File: src/rtl/calc_sequencer.sv
// Sequences operand A, operand B and an opcode into a combinational calculator,
// waits a fixed settle time, then holds the captured result until downstream takes it.
module calc_sequencer #(
  parameter int SETTLE_CYCLES = 1
) (
  input  logic       clk,
  input  logic       rst,
  input  logic       in_valid,
  input  logic [3:0] in_data,
  output logic       in_ready,
  output logic [3:0] calc_a,
  output logic [3:0] calc_b,
  output logic [2:0] calc_oper,
  input  logic [7:0] calc_out,
  output logic       res_valid,
  output logic [7:0] res_data,
  output logic       res_err,
  input  logic       res_ready,
  output logic [7:0] res_count
);

  typedef enum logic [2:0] {LOAD_A, LOAD_B, LOAD_OP, SETTLE, HOLD} state_t;

  localparam logic [3:0] SETTLE_LAST = 4'(SETTLE_CYCLES - 1);

  state_t     state;
  state_t     state_next;
  logic [3:0] settle_cnt;
  logic       take;
  logic       settle_done;

  // Opcodes above mod are undefined; div and mod have no meaning for a zero divisor.
  function automatic logic result_err(input logic [2:0] oper, input logic [3:0] b);
    return (oper > 3'd4) || (((oper == 3'd3) || (oper == 3'd4)) && (b == 4'd0));
  endfunction

  assign take        = in_valid && in_ready;
  assign settle_done = (state == SETTLE) && (settle_cnt == SETTLE_LAST);

  always_ff @(posedge clk or posedge rst) begin
    if (rst) state <= LOAD_A;
    else     state <= state_next;
  end

  always_comb begin
    state_next = state;
    in_ready   = 1'b0;
    case (state)
      LOAD_A: begin
        in_ready = !rst;
        if (in_valid) state_next = LOAD_B;
      end
      LOAD_B: begin
        in_ready = !rst;
        if (in_valid) state_next = LOAD_OP;
      end
      LOAD_OP: begin
        in_ready = !rst;
        if (in_valid) state_next = SETTLE;
      end
      SETTLE:  if (settle_done) state_next = HOLD;
      HOLD:    if (res_ready) state_next = LOAD_A;
      default: state_next = LOAD_A;
    endcase
  end

  always_ff @(posedge clk or posedge rst) begin
    if (rst) begin
      calc_a     <= 4'd0;
      calc_b     <= 4'd0;
      calc_oper  <= 3'd0;
      settle_cnt <= 4'd0;
      res_valid  <= 1'b0;
      res_data   <= 8'h00;
      res_err    <= 1'b0;
      res_count  <= 8'h00;
    end else begin
      case (state)
        LOAD_A: if (take) calc_a <= in_data;
        LOAD_B: if (take) calc_b <= in_data;
        LOAD_OP: begin
          if (take) begin
            calc_oper  <= in_data[2:0];
            settle_cnt <= 4'd0;
          end
        end
        SETTLE: begin
          if (settle_done) begin
            res_valid <= 1'b1;
            res_err   <= result_err(calc_oper, calc_b);
            res_data  <= result_err(calc_oper, calc_b) ? 8'h00 : calc_out;
          end else begin
            settle_cnt <= settle_cnt + 4'd1;
          end
        end
        HOLD: begin
          if (res_ready) begin
            res_valid <= 1'b0;
            res_count <= res_count + 8'd1;
          end
        end
        default: ;
      endcase
    end
  end

endmodule

File: config.mk
export PLATFORM = sky130hd
export DESIGN_NAME = calc_sequencer
export DESIGN_NICKNAME = d
export VERILOG_FILES = /design/src/rtl/calc_sequencer.sv
export SDC_FILE = /design/constraint.sdc
export NUM_CORES = 1
export LEC_CHECK = 0
export ABC_AREA = 0
export CELL_PAD_IN_SITES_DETAIL_PLACEMENT = 2
export CELL_PAD_IN_SITES_GLOBAL_PLACEMENT = 2
export CORE_MARGIN = 2
export CORE_UTILIZATION = 28
export CTS_BUF_LIST = sky130_fd_sc_hd__clkbuf_8
export DETAILED_ROUTE_END_ITERATION = 7
export PLACE_DENSITY_LB_ADDON = 0.1
export SETUP_SLACK_MARGIN = 0.05
export SYNTH_ARGS = -nofsm -noshare
export SYNTH_HDL_FRONTEND = slang
export SYNTH_SLANG_ARGS = --single-unit
File: constraint.sdc
create_clock -name clk -period 1.5 [get_ports clk]
set_input_delay 0.3 -clock clk [delete_from_list [all_inputs] [get_ports clk]]
set_output_delay 0.3 -clock clk [all_outputs]
set_load 0.01 [all_outputs]
==> flow_metrics.env, run 1 <==
export IMPL_status="finished clean"
export IMPL_fin_util_pct=45.4
export IMPL_min_period_ns=1.50
export IMPL_dp_cells=267
export IMPL_yosys_most_used_dff="dfrtp_1"
export IMPL_dp_final_hpwl_um=3340
export IMPL_cts_buffers=5
export IMPL_timing_max_slew_rel_slack_pct=69.5
export IMPL_timing_rr_start="settle_cnt[1]$_DFFE_PP0P_"
export IMPL_gp_congestion=0.753
export IMPL_ys_types=36
export IMPL_first_iter_violations=37
export IMPL_cp_top_family="simple AND/OR/NAND/NOR gates"
export IMPL_clk_path_buf_depth=2
export IMPL_cp_cell_sequence="inv_2, ha_4, nor3b_4, nand2_2, mux2_4"
export IMPL_crit_slowest_cell="dfrtp_1"
export IMPL_fmaxAchievable_mhz=667
export IMPL_finalNetCount=228
export IMPL_wire_per_inst_um=17.7
export IMPL_gr_total_overflow=0
export IMPL_drcViolationCount=0
export IMPL_hold_viol=0
export IMPL_slew_violations=0
export IMPL_setup_worst_path_start="settle_cnt[1]$_DFFE_PP0P_"
export IMPL_critPathRequiredTime_ns=1.68
export IMPL_layout_drive_gt1_share_pct=35.7
export IMPL_pwr_density_cell_mw_per_mm2=1800
export IMPL_worst_clock_skew_ns=0.00476
export IMPL_fin_crit_sh_pct=100
export IMPL_async_reset_ff_share_pct=100
export IMPL_yosysMostFrequentCell="dfrtp_1"
export IMPL_root_buffer="clkbuf_8"
export IMPL_ant_nets=0
export IMPL_grt_first_pass_wirelength_um=8180
export IMPL_yosys_area_top_type_share_pct=54.6
export IMPL_yosys_warnings=0
export IMPL_synth_edff_count=0
export IMPL_path_class="register to register"
export IMPL_vias=1363
export IMPL_initial_core_util_pct=29.4
export IMPL_clk_insertion_delay_late_ns=0.29
export IMPL_antenna_cells=0
export IMPL_ys_top_cells_by_area="dfrtp_1 (55%), mux2_2 (8.2%), o2bb2ai_1 (4.2%)"
export IMPL_synth_commonest_cells="dfrtp_1 (36), mux2_2 (12), nand3_1 (12)"
export IMPL_fp_row_count=27
export IMPL_max_cap_violations=0
export IMPL_yosysSeqAreaShare_pct=54.6
export IMPL_clkTransAtPathRegs_ns=0.07
export IMPL_syn_num_nets=155
export IMPL_die_w_um=80.8
export IMPL_ys_ff_latch=36
export IMPL_p_leak_nw=1.22
export IMPL_grt_max_degree=37
export IMPL_hp_class="primary input to async pin"
export IMPL_stdcell_count=279
export IMPL_crit_path_start_kind="register"
export IMPL_viasPerCell=4.89
export IMPL_track_usage_pct=16.7
export IMPL_syn_cell_area_mm2=0.00165
export IMPL_cts_tree="yes"
export IMPL_grt_antenna_before_repair=0
export IMPL_dieHeight_um=80.8
export IMPL_syn_inst=136
export IMPL_setup_viol_count_final=0
export IMPL_worstPathArrival_ns=1.68
export IMPL_cts_sinks=36
export IMPL_slowest_delay_ns=0.40
export IMPL_numPortBuffers=45
export IMPL_rsz0062_at_grt="true"
export IMPL_cp_end_kind="register"
export IMPL_worstMarginPinSlew_ns=0.455
export IMPL_crit_fanout=5
export IMPL_dieArea_mm2=0.00652
export IMPL_synth_area_per_cell_um2=12.1
export IMPL_h_tree_depth=2
export IMPL_coreArea_mm2=0.00561
export IMPL_synth_top_area_cell="dfrtp_1"
export IMPL_vdd_drop_max_uv=738
export IMPL_areaGrowthSynthToFinish_pct=54.4
export IMPL_grt_pass1_vias=1600
export IMPL_drt_total_wl_um=4950
export IMPL_io_pins=46
export IMPL_dr_pass1_iters=4
export IMPL_path_buf_inv=1
==> cell families after synthesis <==
family                     after synthesis  synth area share, %
AOI/OAI and AO/OA                       21                 9.48
xor gates and xnor gates                 7                 3.72
adders and majority gates                3                 2.27
buffers and inverters                   10                 3.49
DFF                                     36                 54.6
muxes                                   15                 10.1
and+or+nand+nor                         44                 16.4
==> registers in the layout (all words and copies together) (netlist names) <==
register    flops
res_count       8
res_data        8
calc_a          4
calc_b          4
settle_cnt      4
calc_oper       3
state           3
res_err         1
res_valid       1
==> report_power, final <==
group / switching, mW / internal, mW / leakage (nW)
sequential: 0.286 / 1.33 / 0.457
clock: 0.333 / 0.299 / 0.0359
combinational: 1.11 / 1.23 / 0.726
total: 1.72 / 2.85 / 1.22
==> metal layers <==
| layer | routed length (um) | GRT usage (%) | vias up |
|---|---|---|---|
| li1 | - | - | 637 |
| met1 | 2020 | 19.6 | 689 |
| met2 | 2650 | 30.5 | 32 |
| met3 | 226 | 4.00 | 5 |
| met4 | 55 | 4.58 | 0 |
| met5 | 0 | 0 | - |
==> layout by cell type, fill, tap and decap left out, types with 2 or more instances in the layout <==
cell type,count
clkbuf_8,5
o21ai_2,2
clkdlybuf4s50_1,13
nor2b_1,2
o21ai_0,3
dfrtp_1,36
inv_2,2
nand3_1,12
mux2_4,4
buf_6,6
buf_4,19
nand2_1,6
nor2_1,3
nand2_2,3
nand4_1,2
dlygate4sd2_1,31
mux2i_1,2
mux2_2,9
ha_1,2
xnor2_1,2
xor2_1,5
o2bb2ai_2,5
o2bb2ai_1,3
or3b_4,2
a21oi_1,2
inv_1,2
==> timing repair <==
item                                    in CTS  in global routing
endpoints found under the setup margin      60                 32
hold buffers                                 0                  0
buffers inserted                             3                  2
pin swaps                                    9                  6
cloned                                       2                  0
gates resized for setup                     64                 11
==> area by class of cell <==
| type | count | area (um^2) |
|---|---|---|
| Fill cell | 589 | 3060 |
| Sequential cell | 36 | 901 |
| Multi-Input combinational cell | 91 | 837 |
| Timing Repair Buffer | 71 | 637 |
| Tap cell | 72 | 90.1 |
| Clock buffer | 5 | 68.8 |
| Inverter | 4 | 15.0 |
==> stage by stage <==
stage               TNS (ns)  cell area, um^2  power [mW]  worst slack, ns  hold WS (ns)
floorplan                  0             1650        2.59           0.0459         0.407
global placement       -5.24             2310        3.60           -0.317         0.457
detailed placement     -6.90             2310        3.70           -0.368         0.458
CTS                        0             2490        4.50          0.00612         0.261
global route          -0.897             2550        4.91          -0.0866         0.301
finish                     0             2550        4.58         0.000165         0.263
==> final timing paths <==
kind | endpoint | slack [ns] | cells after the start
setup / recovery | res_err$_DFFE_PP0P_ | 0.0002 | 5
hold / removal | settle_cnt[2]$_DFFE_PP0P_ | 0.26 | 3
setup reg to reg | res_err$_DFFE_PP0P_ | 0.0002 | 5
hold reg to reg | res_count[7]$_DFFE_PP0P_ | 0.46 | 1
max in group asynchronous | res_count[6]$_DFFE_PP0P_ | 1.04 | 3
min in group clk | res_count[7]$_DFFE_PP0P_ | 0.46 | 1
==> tightest hold or removal path, cell delays in order <==
cell and delay, ns:
dlygate4sd2_1 0.28, inv_1 0.11, buf_12 0.23
Power figures use the tool's default switching activity.
==> inputs of run 2 (changes only) <==
PLACE_DENSITY_LB_ADDON = 0.12   (was 0.1)
clock period = 1.3 ns   (was 1.5 ns; I/O delays follow)
==> flow_metrics.env, run 2 (same netlist as run 1, synthesis figures left out) <==
export IMPL_status="complete, but fails checks"
export IMPL_violations="negative setup slack"
export IMPL_initial_core_util_pct=29.4
export IMPL_timing_max_slew_rel_slack_pct=69.9
export IMPL_h_tree_depth=2
export IMPL_gp_congestion=0.702
export IMPL_fillers=579
export IMPL_path_class="register to register"
export IMPL_clk_insertion_delay_late_ns=0.29
export IMPL_grt_pass1_vias=1630
export IMPL_dieHeight_um=80.8
export IMPL_die_w_um=80.8
export IMPL_hold_viol=0
export IMPL_reg_top3="res_count x8, res_data x8"
export IMPL_fp_row_count=27
export IMPL_layout_drive_gt1_share_pct=51.3
export IMPL_cts_tree="yes"
export IMPL_setup_viol_count_final=27
export IMPL_cp_end_kind="register"
export IMPL_first_iter_violations=21
export IMPL_fin_crit_sh_pct=117
export IMPL_min_period_ns=1.52
export IMPL_drcViolationCount=0
export IMPL_fmaxAchievable_mhz=660
export IMPL_vias=1460
export IMPL_numPortBuffers=45
export IMPL_critPathRequiredTime_ns=1.48
export IMPL_slew_violations=0
export IMPL_coreArea_mm2=0.00561
export IMPL_finalNetCount=256
export IMPL_root_buffer="clkbuf_8"
export IMPL_place_area_mm2=0.00241
export IMPL_grt_first_pass_wirelength_um=8660
export IMPL_pwr_density_cell_mw_per_mm2=2160
export IMPL_track_usage_pct=17.9
export IMPL_dp_final_hpwl_um=3680
export IMPL_fin_util_pct=51.4
export IMPL_timing_rr_start="settle_cnt[1]$_DFFE_PP0P_"
export IMPL_setup_slack_ns=-0.216
export IMPL_rsz0062_at_grt="true"
export IMPL_total_power_mw=6.23
export IMPL_io_pins=46
export IMPL_final_cell_mix="buf_4 (38), dfrtp_1 (35), buf_6 (16)"
export IMPL_grt_antenna_before_repair=0
export IMPL_worstMarginPinSlew_ns=0.452
export IMPL_cts_buffers=5
export IMPL_dr_pass1_iters=4
export IMPL_grt_max_degree=29
export IMPL_reg2regPathDepth=6
export IMPL_pre_cts_ws_ns=-0.487
export IMPL_drt_total_wl_um=5840
export IMPL_areaGrowthSynthToFinish_pct=74.8
export IMPL_wire_per_inst_um=18.8
export IMPL_crit_end="state[1]$_DFFE_PP0P_"
export IMPL_max_cap_violations=0
export IMPL_design_area_mm2=0.00288
export IMPL_vdd_drop_max_uv=950
export IMPL_reg2reg_slack_ns=-0.22
export IMPL_worst_clock_skew_ns=0.00391
export IMPL_clkTransAtPathRegs_ns=0.08
export IMPL_ant_nets=0
export IMPL_dieArea_mm2=0.00652
export IMPL_final_common_cell="buf_4"
export IMPL_r2r_end="state[1]$_DFFE_PP0P_"
export IMPL_cts_sinks=36
export IMPL_setup_worst_path_start="settle_cnt[1]$_DFFE_PP0P_"
export IMPL_crit_path_start_kind="register"
export IMPL_worstPathArrival_ns=1.69
export IMPL_viasPerCell=4.71
export IMPL_clk_path_buf_depth=2
export IMPL_p_leak_nw=1.41
export IMPL_antenna_cells=0
export IMPL_hp_class="primary input to async pin"
export IMPL_gr_total_overflow=0
export IMPL_crit_fanout=4
-- run 2: cell types whose count changed in the layout (fill, tap and decap cells not counted), moves of 5 or more --
| cell | delta |
|---|---|
| dlygate4sd2_1 | -22 |
| clkbuf_2 | +5 |
| mux2_2 | -5 |
| buf_4 | +19 |
| mux2_4 | +5 |
| clkdlybuf4s15_1 | +12 |
| buf_6 | +10 |
-- run 2: layer usage --
| metal | wire length, um | GRT usage, % |
|---|---|---|
| met1 | 2440 | 21.1 |
| met2 | 3220 | 32.9 |
| met3 | 146 | 4.00 |
| met4 | 34 | 4.75 |
| met5 | 0 | 0 |
-- run 2: power by group --
part | leakage, nW | total (mW) | internal, mW | switching (mW)
clock | 0.0510 | 0.837 | 0.423 | 0.414
combinational | 0.902 | 3.52 | 1.96 | 1.57
sequential | 0.456 | 1.87 | 1.53 | 0.332
-- run 2: worst min-delay path by stage --
stage                                          end
after floorplan               state[2]$_DFFE_PP0P_
after global placement    res_count[7]$_DFFE_PP0P_
after detailed placement  res_count[7]$_DFFE_PP0P_
after CTS                    calc_b[2]$_DFFE_PP0P_
after global routing         calc_a[2]$_DFFE_PP0P_
final                        calc_a[2]$_DFFE_PP0P_
-- run 2: timing repair --
item                                    CTS  global route
gates cloned                              2             0
pin swaps                                11            18
endpoints found under the setup margin   65            58
buffers inserted                          7            19
hold buffers                              0             0
gates resized for setup                  81            58
-- run 2: final cells by class --
cell class,count,area (um^2),share of cell area [%]
well taps,72,90.1,3.12
repair buffers,99,865,30.0
multi-input cells,91,920,31.9
clock inverters,2,10.0,0.347
clock buffers,6,82.6,2.86
flip-flops and latches,36,902,31.3
inverters,4,15.0,0.521
-- run 2: through the flow --
stage | hold slack [ns] | cells | setup TNS (ns)
final | 0.264 | 310 | -3.46
after global routing | 0.275 | 310 | -5.47
after CTS | 0.213 | 292 | -3.68
after detailed placement | 0.454 | 277 | -11.40
after global placement | 0.452 | 277 | -9.08
after floorplan | 0.367 | 136 | -1.10
-- run 2: critical path, cell delays in order, from the launching register on --
cell,delay (ns)
dfrtp_1,0.40
inv_2,0.09
ha_4,0.13
nor3b_4,0.32
buf_4,0.19
o22ai_2,0.08
a22o_1,0.20
==> inputs of run 3 (changes only) <==
CELL_PAD_IN_SITES_DETAIL_PLACEMENT = 0   (was 2)
CELL_PAD_IN_SITES_GLOBAL_PLACEMENT = 1   (was 2)
CORE_MARGIN = 5   (was 2)
CORE_UTILIZATION = 35   (was 28)
HOLD_SLACK_MARGIN = 0.15   (was default)
==> flow_metrics.env, run 3 (same netlist as run 1, synthesis figures left out) <==
export IMPL_gr_total_overflow=0
export IMPL_clk_insertion_delay_late_ns=0.29
export IMPL_worstMarginPinSlew_ns=0.597
export IMPL_p_leak_nw=1.37
export IMPL_clk_path_buf_depth=2
export IMPL_ant_nets=0
export IMPL_worst_clock_skew_ns=0.00987
export IMPL_die_w_um=78.7
export IMPL_crit_fanout=5
export IMPL_dieHeight_um=78.7
export IMPL_worstPathArrival_ns=1.67
export IMPL_slew_violations=0
export IMPL_violations="negative setup slack"
export IMPL_switching_power_mw=2.14
export IMPL_grt_pass1_vias=1560
export IMPL_clock_power_share_pct=16.3
export IMPL_grt_first_pass_wirelength_um=7620
export IMPL_track_usage_pct=15.9
export IMPL_total_power_mw=5.99
export IMPL_path_buf_inv=0
export IMPL_cts_tree="yes"
export IMPL_grt_max_degree=26
export IMPL_path_class="register to register"
export IMPL_crit_path_start_kind="register"
export IMPL_reg2regPathDepth=3
export IMPL_numPortBuffers=45
export IMPL_use_met2_pct=26.7
export IMPL_sw_frac_of_total_pct=35.7
export IMPL_timing_max_slew_rel_slack_pct=60.2
export IMPL_areaGrowthSynthToFinish_pct=73.1
export IMPL_layout_drive_gt1_share_pct=49.1
export IMPL_io_pins=46
export IMPL_hp_class="primary input to async pin"
export IMPL_final_common_cell="buf_4"
export IMPL_r2r_end="res_err$_DFFE_PP0P_"
export IMPL_top_usage_layer="met2"
export IMPL_drcViolationCount=0
export IMPL_setup_slack_ns=-0.192
export IMPL_dp_final_hpwl_um=3030
export IMPL_finalNetCount=252
export IMPL_hold_viol=0
export IMPL_reg2reg_slack_ns=-0.19
export IMPL_drt_total_wl_um=4670
export IMPL_status="complete, but fails checks"
export IMPL_cp_cell_sequence="a21oi_1, o21ai_4, mux2_4"
export IMPL_fp_row_count=25
export IMPL_cp_end_kind="register"
export IMPL_h_tree_depth=2
export IMPL_slowest_delay_ns=0.52
export IMPL_cts_buffers=5
export IMPL_cts_sinks=36
export IMPL_root_buffer="clkbuf_8"
export IMPL_gp_congestion=0.746
export IMPL_fin_util_pct=61.3
export IMPL_p_int_mw=3.85
export IMPL_vias=1428
export IMPL_min_period_ns=1.49
export IMPL_fillers=391
export IMPL_setup_worst_path_start="calc_oper[1]$_DFFE_PP0P_"
export IMPL_first_iter_violations=52
export IMPL_fmaxAchievable_mhz=670
export IMPL_timing_rr_start="calc_oper[1]$_DFFE_PP0P_"
export IMPL_use_met1_pct=19.5
export IMPL_rsz0062_at_grt="true"
export IMPL_vdd_drop_max_uv=1080
export IMPL_antenna_cells=0
export IMPL_clkTransAtPathRegs_ns=0.08
export IMPL_viasPerCell=4.96
export IMPL_max_cap_violations=0
export IMPL_p_comb_share_pct=52.9
export IMPL_pwr_density_cell_mw_per_mm2=2100
export IMPL_fin_crit_sh_pct=115
export IMPL_dr_pass1_iters=4
export IMPL_seq_power_share_pct=30.8
export IMPL_setup_viol_count_final=30
export IMPL_crit_slowest_cell="a21oi_1"
export IMPL_dieArea_mm2=0.00619
export IMPL_reg_top3="res_count x8, res_data x8"
export IMPL_coreArea_mm2=0.00466
export IMPL_wire_per_inst_um=16.2
export IMPL_whs_ns=0.219
export IMPL_initial_core_util_pct=35.4
export IMPL_cp_top_family="compound AO/OA/AOI/OAI gates"
export IMPL_critPathRequiredTime_ns=1.48
export IMPL_grt_antenna_before_repair=0
export IMPL_crit_end="res_err$_DFFE_PP0P_"
export IMPL_cp_num_cells=3
export IMPL_globalRouteMet3Util_pct=4.93
export IMPL_final_cell_mix="buf_4 (37), dfrtp_1 (36), clkdlybuf4s15_1 (16)"
-- run 3: cell types whose count changed in the layout (fill, tap and decap cells not counted), sizes merged --
cell / previous run / this run
clkbuf: 11 / 8
clkdlybuf4s15: 12 / 16
inv: 4 / 5
buf: 60 / 56
dlymetal6s2s: 0 / 1
dlygate4sd2: 9 / 6
bufinv: 0 / 1
clkinv: 2 / 1
-- run 3: final cells by class --
type,instances,area (um^2),area share [%]
timing repair buffer,95,827,29.0
clock buffer,5,68.8,2.41
tap,54,67.6,2.37
inverter,4,15.0,0.526
sequential,36,901,31.5
multi-input combinational,91,938,32.9
clock inverter,3,38.8,1.36
-- run 3: stage by stage --
step	TNS [ns]	std cells	worst slack (ns)	area [um^2]
2_1_floorplan	-1.10	136	-0.152	1680
3_3_place_gp	-9.53	259	-0.447	2380
3_5_place_dp	-10.09	259	-0.495	2380
4_1_cts	-2.69	280	-0.161	2670
5_1_grt	-4.93	288	-0.229	2860
6_report	-2.93	288	-0.192	2860
-- run 3: power groups by stage --
stage	Sequential, mW	Combinational [mW]	Clock [mW]
global placement	1.82	2.50	0
global route	1.90	3.42	1.05
floorplan	1.97	1.09	0
detailed placement	1.84	2.55	0
CTS	1.82	2.76	1.01
finish	1.85	3.17	0.979
-- run 3: repair_timing --
action | 4_1_cts | 5_1_grt
pin swaps | 17 | 12
hold buffers | 0 | 0
cloned | 3 | 1
endpoints found under the setup margin | 65 | 57
gates resized for setup | 91 | 39
setup buffers | 11 | 9
-- run 3: per-layer routing --
| layer | wire length (um) | up-vias |
|---|---|---|
| met5 | 0 | - |
| met3 | 185 | 6 |
| met4 | 68 | 0 |
| met1 | 2050 | 706 |
| met2 | 2370 | 30 |
| li1 | - | 686 |
-- run 3: how the worst min path moves through the flow --
stage / startpoint / end / slack (ns) / cells past startpoint
floorplan: res_ready / state[2]$_DFFE_PP0P_ / 0.37 / 1
CTS: res_data[7]$_DFFE_PP0P_ / res_data[7]$_DFFE_PP0P_ / 0.50 / 1
finish: rst / state[2]$_DFFE_PP0P_ / 0.22 / 4
global placement: res_count[7]$_DFFE_PP0P_ / res_count[7]$_DFFE_PP0P_ / 0.46 / 1
detailed placement: res_count[7]$_DFFE_PP0P_ / res_count[7]$_DFFE_PP0P_ / 0.47 / 1
global route: rst / state[2]$_DFFE_PP0P_ / 0.24 / 4
-- run 3: worst register-to-register path, stage by stage, from the launching register on --
cell,delay (ns)
dfrtp_1,0.42
a21oi_1,0.52
o21ai_4,0.15
mux2_4,0.29
